--- src/rtl/serial_tx.sv ---
// Serial word transmitter: shifts a parallel word out one bit per falling
// edge of a slow serial clock, gating that clock to the receiver.
module serial_tx #(
  parameter int unsigned BITS                 = 8,
  parameter bit          LOWBIT_FIRST         = 1'b1,
  parameter bit          SERIAL_CLK_INACTIVE  = 1'b1,
  parameter bit          SERIAL_DATA_INACTIVE = 1'b1
) (
  input  logic            in_clk,
  input  logic            in_rst,
  input  logic            in_serial_clk,
  input  logic            in_enable,
  input  logic [BITS-1:0] in_data,
  output logic            out_ready,
  output logic            out_next_word,
  output logic            out_clk,
  output logic            out_serial
);

  localparam int unsigned CTR_W = (BITS > 1) ? $clog2(BITS) : 1;
  localparam logic [CTR_W-1:0] CTR_MAX = CTR_W'(BITS - 1);

  typedef enum logic {
    S_IDLE     = 1'b0,
    S_TRANSMIT = 1'b1
  } state_t;

  state_t            r_state;
  logic [CTR_W-1:0]  r_ctr;
  logic [BITS-1:0]   r_shift;
  logic              r_sclk_d;
  logic              r_next_word;

  state_t            w_state_nx;
  logic [CTR_W-1:0]  w_ctr_nx;
  logic [BITS-1:0]   w_shift_nx;
  logic              w_next_word_nx;
  logic              w_fall;
  logic [CTR_W-1:0]  w_bit_idx;

  // Serial clock falling event: was high last cycle, low now.
  assign w_fall = r_sclk_d & ~in_serial_clk;

  // State, datapath and serial-clock delay registers with synchronous reset.
  always_ff @(posedge in_clk) begin
    if (!in_rst) begin
      r_state     <= S_IDLE;
      r_ctr       <= '0;
      r_shift     <= '0;
      r_sclk_d    <= 1'b0;
      r_next_word <= 1'b0;
    end else begin
      r_state     <= w_state_nx;
      r_ctr       <= w_ctr_nx;
      r_shift     <= w_shift_nx;
      r_sclk_d    <= in_serial_clk;
      r_next_word <= w_next_word_nx;
    end
  end

  // Next-state logic; words are latched only on a falling event at a word boundary.
  always_comb begin
    w_state_nx     = r_state;
    w_ctr_nx       = r_ctr;
    w_shift_nx     = r_shift;
    w_next_word_nx = 1'b0;
    case (r_state)
      S_IDLE: begin
        if (w_fall && in_enable) begin
          w_shift_nx     = in_data;
          w_ctr_nx       = '0;
          w_state_nx     = S_TRANSMIT;
          w_next_word_nx = 1'b1;
        end
      end
      S_TRANSMIT: begin
        if (w_fall) begin
          if (r_ctr != CTR_MAX) begin
            w_ctr_nx = r_ctr + CTR_W'(1);
          end else if (in_enable) begin
            // Back-to-back word: no gap bit between words.
            w_shift_nx     = in_data;
            w_ctr_nx       = '0;
            w_next_word_nx = 1'b1;
          end else begin
            w_state_nx = S_IDLE;
          end
        end
      end
      default: w_state_nx = S_IDLE;
    endcase
  end

  // Line outputs: inactive levels when idle, gated clock and current bit when busy.
  always_comb begin
    w_bit_idx  = LOWBIT_FIRST ? r_ctr : (CTR_MAX - r_ctr);
    out_ready  = 1'b1;
    out_clk    = SERIAL_CLK_INACTIVE;
    out_serial = SERIAL_DATA_INACTIVE;
    if (r_state == S_TRANSMIT) begin
      out_ready  = 1'b0;
      out_clk    = in_serial_clk;
      out_serial = r_shift[w_bit_idx];
    end
  end

  assign out_next_word = r_next_word;

endmodule

--- config.mk ---
export PLATFORM = sky130hd
export DESIGN_NAME = serial_tx
export DESIGN_NICKNAME = d
export VERILOG_FILES = /design/src/rtl/serial_tx.sv
export SDC_FILE = /design/constraint.sdc
export NUM_CORES = 1
export LEC_CHECK = 0
export ABC_AREA = 1
export CORE_UTILIZATION = 25
export CTS_BUF_LIST = sky130_fd_sc_hd__clkbuf_4 sky130_fd_sc_hd__clkbuf_8
export DETAILED_ROUTE_END_ITERATION = 10
export GPL_TIMING_DRIVEN = 0
export MAX_ROUTING_LAYER = met4
export PLACE_DENSITY = 0.56
export RECOVER_POWER = 50
export SYNTH_ARGS = -nofsm -noshare
export SYNTH_HDL_FRONTEND = slang
export SYNTH_SLANG_ARGS = --single-unit
--- constraint.sdc ---
create_clock -name in_clk -period 1.3 [get_ports in_clk]
set_input_delay 0.195 -clock in_clk [delete_from_list [all_inputs] [get_ports in_clk]]
set_output_delay 0.195 -clock in_clk [all_outputs]
set_load 0.01 [all_outputs]
Word-level counts from Yosys, hierarchy flattened
Index checks and enable logic that the tools add are counted.

word-level totals
  register bits = 14
  word-level logic and storage cells = 42

operators by class
  reductions and logical operators = 3
  bitwise gates (word level) = 3
  add/sub/neg operators = 1
  muxes and demuxes = 23
  order comparisons = 1
  equality and inequality tests = 6

operators by type and width
  kind                 count
  $mux 8               4
  $pmux 8 s2           1
  $mux 3               4
  $mux 1               10
  $ne 2x2->1 const B   3
  $pmux 3 s2           1
  $lt 3x4->1 const B   1
  $pmux 1 s2           2
  $reduce_and 4->1     1
  $add 3x1->3 const B  1
  $bmux 1 s3           1
  $ne 3x2->1 const B   1
  $ne 3x3->1 const B   1
  $reduce_and 3->1     1
  $ne 2x1->1 const B   1
  $not 1->1            2
  $and 1x1->1          1
  $logic_and 1x1->1    1

Logic depth before layout (Yosys ltp)
Gate-level depths: netlist of run 1.

  depth in word-level cells = 5
  mapped depth = 7
  mapped depth without buffers = 7

Least setup slack after synthesis of run 1
No wires, ideal clock.

  kind = reg2reg
  from = reg r_ctr[0]
  to = reg r_next_word (netlist: out_next_word)
  path slack = 0.000 ns
  clock period less this slack = 1.300 ns
  required time = 1.184 ns
  path buffers = 0
  arrival = 1.184 ns
  cell stages (with the launch flop) = 6
  cells stage by stage = dfxtp_1 ha_1 ha_1 nor2_4 inv_4 and3_2

on the way
  longest elaborated chain between the ends = 4

ends and longest elaborated chain
  what                    line  RTL
  start, declared         29    logic [CTR_W-1:0] r_ctr;
  start signal, assigned  54    r_ctr <= w_ctr_nx;
  $ne 3x3->1              78    if (r_ctr != CTR_MAX) begin
  $mux 1                  78
  $mux 1                  77    if (w_fall) begin
  $pmux 1 s2              67    case (r_state)
  end signal, assigned    57    r_next_word <= w_next_word_nx;
  end, declared           32    logic r_next_word;

No other way between the ends.
A chain may end at the register's enable or synchronous reset.

Final worst setup path of run 1
  from = reg r_ctr[0]
  to = out out_serial

on the way
  longest elaborated chain between the ends = 3

ends and longest elaborated chain
  what                          line  RTL
  $bmux 1 s3                    103   out_serial = r_shift[w_bit_idx];
  $mux 1 (implied by the code)  103
  $mux 1                        100   if (r_state == S_TRANSMIT) begin
  end, declared                 17    output logic out_serial

No other way between the ends. The select of a mux whose other input is x is not followed.

==> results.yml, run 1 <==
status:
  status: "finished, violations left"
  violations: "negative setup slack"
job:
  maxCapViolCount: 0
grt:
  grt_overflow: 0
  grt_pass1_wl_um: 2820
  grt_max_degree: 11
  grt_pass1_vias: 636
  track_usage: 0.120
  antenna_found_initial: 0
critical_path:
  worstPathArrival_ns: 1.15
  timing.rr.start: "r_ctr[0]"
  cp_max_fo: 6
  path_class: "reg -> out"
  ff2ff_path_depth: 8
  reg2reg_slack_ns: -0.02
  start_kind: "register"
  required_ns: 1.11
  r2r-end: "r_shift[3]"
  end_kind: "output port"
layout:
  antenna_cells: 0
  areaGrowthSynthToFinish_pct: 36.8
  layout.nets: 141
  drive_gt1_frac: 0.232
  layout_common_cells: "nand2_1 (28), nor2_1 (18), dfxtp_1 (11), clkdlybuf4s50_1 (9), nand3b_1 (8)"
  fin_area_sq_um: 1030
  post-route-util: 0.367
  final_common_cell: "nand2_1"
timing:
  layout_setup_ws_ns: -0.0435
  slew_violations: 0
  max-slew-margin-rel: 0.839
  setup-violations-final: 11
  hold_viol_final: 0
  fmax_mhz: 744
  finalCritPeriodShare: 1.03
  period_needed_ns: 1.34
  final.setup_skew_ns: 0.00537
  rsz0062_at_grt: "true"
  tightest_slew_ns: 0.240
  tns_ns: -0.180
clock_network:
  htreeDepth: 1
  cts_buffers: 3
  clk_path_buf_depth: 2
  cts_sinks: 14
  cts_root_buf: "clkbuf_4"
  tritoncts: "built"
  clk_latency_ns: 0.28
  path_clk_slew_ns: 0.09
floorplanning:
  core.rowCount: 19
  die_x_um: 56.8
  core_area_sq_um: 2810
  dieArea_sq_um: 3230
  ios: 16
  start_util: 0.268
  die_h_um: 56.8
placement:
  dp_hpwl_um: 1160
  place_congestion: 0.821
  dp_slack_ns: -0.306
  dpl_cell_area_sq_um: 941
  numPortBuffers: 15
yosys:
  syn_nets: 120
  yosysUniqueCellTypes: 18
  syn_avg_cell_area_sq_um: 7.16
  synth.yosys.warnings: 0
  yosysTopAreaCell: "dfxtp_1"
  ys_seq_area_frac: 0.373
  synthesis.instances: 105
  yosysTopAreaCellShare: 0.373
  synth_area_sq_um: 752
  yosys-top-cells-area: "dfxtp_1 (37%), nand2_1 (14%), nor2_1 (9.5%)"
  ys_seq_elements: 14
power:
  swShare: 0.243
  vdd_drop_max_v: 0.000450
  leakagePower_nw: 0.425
  p_comb_frac: 0.145
  power.switching_uw: 219
  sequentialPowerShare: 0.508
  p_int_uw: 681
  power.total_uw: 900
  power_density_nw_per_um2: 875
  clkPwrFrac: 0.347
detailed_routing:
  drc_errors: 0
  num_vias: 699
  vias_per_cell: 4.48
  drtIter0Drc: 6
  wl_per_cell_um: 10.1
  drt_pass1_iterations: 4
  ant_nets: 0
  routed_wl_um: 1580
worst_hold_path:
  worstHoldPathCells: 3
  hp-start: "in_serial_clk"
  holdPathEnd: "r_sclk_d"
  hp-class: "in -> reg"
-- worst max-delay path, cell delays in order (launching register included) --
cell	delay (ns)
dfxtp_4	0.39
inv_2	0.06
nand2_1	0.06
nand3_1	0.06
nand3_1	0.09
nand3_1	0.08
buf_2	0.14
-- state kept, by name, indices dropped and copies added (netlist names) --
signal / cells
r_shift: 8
r_ctr: 3
out_next_word: 1
r_sclk_d: 1
r_state: 1
-- per-stage QoR --
step | std cells | hold slack [ns]
6_report | 156 | 0.320
5_1_grt | 156 | 0.342
4_1_cts | 156 | 0.321
3_5_place_dp | 151 | 0.481
3_3_place_gp | 151 | 0.471
2_1_floorplan | 105 | 0.288
-- cells in the mapped netlist, drive strengths merged --
| library cell | number |
|---|---|
| o21ai | 1 |
| nand3b | 8 |
| nand4 | 1 |
| nand2 | 30 |
| nor2 | 26 |
| buf | 1 |
| nand3 | 8 |
| and3 | 1 |
| a21oi | 1 |
| inv | 11 |
| ha | 3 |
| dfxtp | 14 |
-- kinds of logic (layout without fill, tap and decap cells) --
logic type,Yosys count,count (layout),share of synthesized area
buf+inv,12,32,0.0732
simple gates,74,74,0.491
compound gates,2,2,0.0133
flops,14,14,0.373
fa+ha+maj,3,3,0.0499
-- cell type report --
| cell class | instances | area, sq um |
|---|---|---|
| flip-flops and latches | 14 | 287 |
| inverters | 11 | 43.8 |
| fillers | 306 | 1780 |
| repair buffers | 16 | 151 |
| well taps | 31 | 38.8 |
| multi-input cells | 79 | 460 |
| plain buffers | 1 | 11.3 |
| clock buffers | 4 | 36.3 |
-- metal layers --
| metal | vias up | track usage | part of all wire |
|---|---|---|---|
| li1 | 372 | - | - |
| met1 | 312 | 0.142 | 0.47 |
| met2 | 13 | 0.201 | 0.49 |
| met3 | 2 | 0.0207 | 0.024 |
| met4 | 0 | 0.0523 | 0.012 |
| met5 | - | - | 0 |
-- power by group through the flow --
stage	logic [mW]	registers (mW)	clock network (mW)
2_1_floorplan	0.0732	0.463	0
3_3_place_gp	0.127	0.467	0
3_5_place_dp	0.128	0.467	0
4_1_cts	0.132	0.458	0.320
5_1_grt	0.147	0.461	0.339
6_report	0.130	0.458	0.312
-- worst max path at each step --
stage | start | end | slack, ns | cells past startpoint
floorplan | r_ctr[0] | out_next_word | 0.02 | 5
finish | r_ctr[0] | out_serial | -0.04 | 6
global route | r_ctr[0] | r_shift[5] | -0.15 | 8
CTS | r_ctr[0] | out_serial | -0.07 | 6
global placement | r_ctr[0] | out_serial | -0.30 | 6
detailed placement | r_ctr[0] | out_serial | -0.31 | 6
-- what timing repair did --
action / CTS / global route
hold buffers: 0 / 0
gates cloned: 0 / 0
endpoints found under the setup margin: 16 / 14
resized for setup: 23 / 1
buffers inserted: 1 / 0
pin swaps: 1 / 1
Note: power is estimated with default switching activity, not from simulation.
==> run 2: changes to the inputs <==
--- a/config.mk
+++ b/config.mk
@@ -11,7 +11,6 @@
 export DETAILED_ROUTE_END_ITERATION = 10
 export GPL_TIMING_DRIVEN = 0
 export MAX_ROUTING_LAYER = met4
-export PLACE_DENSITY = 0.56
 export RECOVER_POWER = 50
 export SYNTH_ARGS = -nofsm -noshare
 export SYNTH_HDL_FRONTEND = slang
==> run 2 against run 1 <==
The flow still finishes with violations (negative setup slack). Sequential power is essentially flat. Non-clock buffer count shrank 1. Routed wire length grew 6.9%. Power shrank 7.6%. Utilization shrank 1.8 points. Critical endpoint unchanged.
==> results.yml, run 2 (same netlist as run 1, synthesis figures left out) <==
floorplanning:
  dieArea_sq_um: 3230
  die_h_um: 56.8
  die_x_um: 56.8
  core.rowCount: 19
  ios: 16
  start_util: 0.268
  core_area_sq_um: 2810
layout:
  layout_common_cells: "nand2_1 (28), nor2_1 (18), dfxtp_1 (11), clkdlybuf4s50_1 (9), nand3b_1 (8)"
  post-route-util: 0.348
  fin_area_sq_um: 977
  largestRegisters: "r_shift x8, r_ctr x3"
  antenna_cells: 0
  areaGrowthSynthToFinish_pct: 30.0
  final_common_cell: "nand2_1"
  layout.nets: 140
  largest_reg_flops: 8
  final_cells: 154
  drive_gt1_frac: 0.211
  fillers: 309
  largest-register: "r_shift"
placement:
  dp_hpwl_um: 1210
  place_inst: 151
  place_congestion: 0.828
  numPortBuffers: 15
  dpl_cell_area_sq_um: 941
  dp_slack_ns: -0.303
clock_network:
  tritoncts: "built"
  cts_root_buf: "clkbuf_4"
  cts_setup_buffers: 0
  cts_buffers: 3
  htreeDepth: 1
  cts_sinks: 14
  path_clk_slew_ns: 0.09
  clk_latency_ns: 0.28
  clk_path_buf_depth: 2
status:
  status: "finished, violations left"
  violations: "negative setup slack"
detailed_routing:
  drc_errors: 0
  ant_nets: 0
  drtIter0Drc: 18
  routed_wl_um: 1680
  drt_pass1_iterations: 4
  vias_per_cell: 4.66
  wl_per_cell_um: 10.9
  num_vias: 718
timing:
  tightest_slew_ns: 0.244
  period_needed_ns: 1.35
  final.setup_skew_ns: 0.00843
  layout_setup_ws_ns: -0.0487
  fmax_mhz: 741
  rsz0062_at_grt: "true"
  slew_violations: 0
  finalCritPeriodShare: 1.04
  hold_viol_final: 0
  setup-violations-final: 3
  max-slew-margin-rel: 0.837
worst_hold_path:
  hp-start: "in_serial_clk"
  holdPathEnd: "r_sclk_d"
  worstHoldPathCells: 3
  hp-class: "in -> reg"
power:
  power_density_nw_per_um2: 851
  power.total_uw: 831
  vdd_drop_max_v: 0.000673
  leakagePower_nw: 0.416
grt:
  grt_pass1_wl_um: 2790
  antenna_found_initial: 0
  grt_max_degree: 11
  track_usage: 0.114
  grt_pass1_vias: 642
  grt_overflow: 0
critical_path:
  end_kind: "output port"
  cp_max_fo: 7
  ff2ff_path_depth: 7
  cp.depth: 6
  critPathMaxStageDelay_ns: 0.40
  start_kind: "register"
  reg2reg_slack_ns: -0.01
  timing.rr.start: "r_ctr[0]"
  required_ns: 1.11
  crit_family: "flip-flops"
  critPathSlowestCell: "dfxtp_4"
  critPathBufInv: 2
  critical_path.cell_chain: "inv_2, nand2_1, nand3_1, nand3_1, nand3_1, buf_2"
  path_class: "reg -> out"
  cpMostUsedCell: "nand3_1"
  critPathLaunch: "r_ctr[0]"
  r2r-end: "r_shift[0]"
  worstPathArrival_ns: 1.15
job:
  maxCapViolCount: 0
## run 2: worst max-delay path by stage
stage	to	slack [ns]
finish	out_serial	-0.05
global route	out_serial	-0.13
CTS	out_serial	-0.07
detailed placement	out_clk	-0.30
global placement	out_serial	-0.30
floorplan	out_next_word	0.02
## run 2: worst register-to-register path, cell delays in order, from the launching register on
cell and delay [ns]:
dfxtp_4 0.38, ha_2 0.20, ha_2 0.18, nor2_4 0.17, inv_4 0.09, nand3b_1 0.10
nand2_1 0.06, nor2_2 0.08
## run 2: timing repair
item | in CTS | in global routing
hold buffers | 0 | 0
endpoints found under the setup margin | 16 | 13
pin swaps | 1 | 2
resized for setup | 14 | 4
## run 2: per-layer routing
| metal | wire length [um] | track usage |
|---|---|---|
| met1 | 781 | 0.138 |
| met3 | 55 | 0.0161 |
| met5 | 0 | - |
| met2 | 817 | 0.179 |
| met4 | 29 | 0.0732 |
## run 2: power by group
| part | switching, mW | total [mW] | internal [mW] | leakage, nW |
|---|---|---|---|---|
| registers | 0.0130 | 0.456 | 0.443 | 0.116 |
| logic | 0.0643 | 0.129 | 0.0644 | 0.287 |
| clock network | 0.139 | 0.246 | 0.107 | 0.0138 |
## run 2: stage by stage
step                TNS (ns)  hold WS (ns)
floorplan                  0         0.288
global placement       -1.48         0.470
detailed placement     -1.79         0.479
finish               -0.0560         0.318
global route          -0.893         0.334
CTS                   -0.527         0.321
## run 2: cell type report
cell class	instances	area, sq um	share of cell area
Sequential cell	14	287	0.293
Multi-Input combinational cell	79	434	0.444
Tap cell	31	38.8	0.0397
Clock buffer	3	22.5	0.0230
Timing Repair Buffer	15	140	0.143
Inverter	11	43.8	0.0448
Buffer	1	11.3	0.0115
==> run 3: changes to the inputs <==
--- a/config.mk
+++ b/config.mk
@@ -9,9 +9,12 @@
 export CORE_UTILIZATION = 25
 export CTS_BUF_LIST = sky130_fd_sc_hd__clkbuf_4 sky130_fd_sc_hd__clkbuf_8
 export DETAILED_ROUTE_END_ITERATION = 10
+export DONT_BUFFER_PORTS = 1
 export GPL_TIMING_DRIVEN = 0
 export MAX_ROUTING_LAYER = met4
+export PLACE_DENSITY = 0.38
 export RECOVER_POWER = 50
 export SYNTH_ARGS = -nofsm -noshare
 export SYNTH_HDL_FRONTEND = slang
 export SYNTH_SLANG_ARGS = --single-unit
+export TNS_END_PERCENT = 100
==> run 3 against run 2 <==
The run ends with design-rule violations, negative setup slack left. Global-route usage is 1.7 points higher. Utilization down 1.6 points. Fmax is 1.8% higher. Clock skew down 0.0065 ns. Cell count decreased by 5.8%. Worst hold slack got worse by 0.29 ns. Register-to-register slack got worse by 0.02 ns.
==> results.yml, run 3 (same netlist as run 1, synthesis figures left out) <==
status:
  status: "finished, violations left"
  violations: "design-rule violations, negative setup slack"
placement:
  dp_slack_ns: -0.105
  place_congestion: 0.835
  dp_hpwl_um: 1190
  numPortBuffers: 0
power:
  vdd_drop_max_v: 0.000331
  power_density_nw_per_um2: 876
  p_comb_frac: 0.130
  clkPwrFrac: 0.312
  p_int_uw: 596
  power.switching_uw: 222
  swShare: 0.271
  sequentialPowerShare: 0.558
  leakagePower_nw: 0.391
timing:
  fmax_mhz: 754
  setup-violations-final: 8
  slew_violations: 0
  finalCritPeriodShare: 1.02
  hold_viol_final: 0
  layout_setup_ws_ns: -0.0255
  fin_hold_ws_ns: 0.0242
  rsz0062_at_grt: "true"
  period_needed_ns: 1.33
  tightest_slew_ns: 0.269
  final.setup_skew_ns: 0.00198
  max-slew-margin-rel: 0.820
layout:
  final_common_cell: "nand2_1"
  areaGrowthSynthToFinish_pct: 24.1
  largest-register: "r_shift"
  drive_gt1_frac: 0.298
  largest_reg_flops: 8
  layout.nets: 131
  antenna_cells: 0
  post-route-util: 0.333
  largestRegisters: "r_shift x8, r_ctr x3"
  layout_common_cells: "nand2_1 (27), nor2_1 (17), dfxtp_1 (12), inv_1 (8), nand3b_1 (8)"
critical_path:
  end_kind: "register"
  r2r-end: "r_shift[3]"
  worstPathArrival_ns: 1.51
  path_class: "reg -> reg"
  timing.rr.start: "r_ctr[0]"
  cp_max_fo: 8
  ff2ff_path_depth: 7
  start_kind: "register"
  reg2reg_slack_ns: -0.03
  required_ns: 1.48
clock_network:
  htreeDepth: 1
  tritoncts: "built"
  cts_root_buf: "clkbuf_4"
  clk_latency_ns: 0.28
  clk_path_buf_depth: 2
  cts_sinks: 14
  cts_buffers: 3
  path_clk_slew_ns: 0.09
grt:
  antenna_found_initial: 0
  grt_overflow: 0
  grt_max_degree: 11
  grt_pass1_wl_um: 3080
  track_usage: 0.131
  grt_pass1_vias: 628
detailed_routing:
  wl_per_cell_um: 12.1
  drc_errors: 2
  drtIter0Drc: 10
  num_vias: 637
  drt_pass1_iterations: 6
  vias_per_cell: 4.39
  ant_nets: 0
  routed_wl_um: 1760
floorplanning:
  core_area_sq_um: 2810
  die_x_um: 56.8
  dieArea_sq_um: 3230
  core.rowCount: 19
  ios: 16
  start_util: 0.268
  die_h_um: 56.8
worst_hold_path:
  worstHoldPathCells: 2
  holdPathEnd: "r_ctr[2]"
  hp-start: "in_rst"
  hp-class: "in -> reg"
job:
  maxCapViolCount: 0
[run 3: changes by cell type in the layout (fill, tap and decap cells not counted), sizes merged]
cell	delta
buf	+3
dlygate4sd2	-4
clkinvlp	+1
clkdlybuf4s50	-9
[run 3: power by group through the flow]
stage               clock network, mW  logic (mW)  registers [mW]
floorplan                           0      0.0732           0.463
global route                    0.279       0.119           0.459
global placement                    0      0.0865           0.468
finish                          0.255       0.106           0.456
detailed placement                  0      0.0863           0.468
CTS                             0.260       0.100           0.459
[run 3: stage by stage]
step | std cells | instance area (sq um) | total power [mW] | setup TNS [ns]
finish | 145 | 933 | 0.817 | -0.0874
global route | 145 | 933 | 0.858 | -0.994
CTS | 144 | 903 | 0.819 | -0.189
detailed placement | 136 | 791 | 0.554 | -0.935
global placement | 136 | 791 | 0.554 | -0.921
floorplan | 105 | 752 | 0.537 | 0
[run 3: cell type report]
cell class | instances | area (sq um)
sequential | 14 | 288
multi-input combinational | 79 | 475
timing repair buffer | 5 | 43.8
fill | 316 | 1870
inverter | 11 | 46.3
tap | 31 | 38.8
timing repair inverter | 1 | 7.51
buffer | 1 | 11.3
clock buffer | 3 | 22.5
[run 3: what timing repair did]
action                     4_1_cts  5_1_grt
gates resized for setup         13        7
pin swaps                        2       14
hold endpoints to repair         1        0
cloned                           1        0
buffers inserted                 3        1
hold buffers                     1        0
setup endpoints to repair       13       13
[run 3: worst max-delay path by stage]
| stage | slack (ns) | to | cells after the start | startpoint |
|---|---|---|---|---|
| 2_1_floorplan | 0.02 | out_next_word | 5 | r_ctr[0] |
| 3_3_place_gp | -0.1 | out_next_word | 5 | r_ctr[0] |
| 3_5_place_dp | -0.10 | r_shift[0] | 6 | r_ctr[0] |
| 4_1_cts | -0.04 | out_serial | 5 | r_ctr[0] |
| 5_1_grt | -0.14 | r_shift[4] | 7 | r_ctr[0] |
| 6_report | -0.03 | r_shift[3] | 7 | r_ctr[0] |
[run 3: routing by layer]
layer	vias up	global-route usage	wire, um
met1	282	0.162	803
met3	2	0.0207	50
li1	345	-	-
met4	0	0.0627	21
met2	8	0.207	882
met5	-	-	0
[run 3: critical path, cell delays in order, from the launching register on]
cell and delay, ns:
dfxtp_4 0.38, ha_4 0.17, ha_4 0.16, nor2_4 0.15, buf_4 0.16, nor2_4 0.06, nor2_1 0.11, nor2_1 0.05
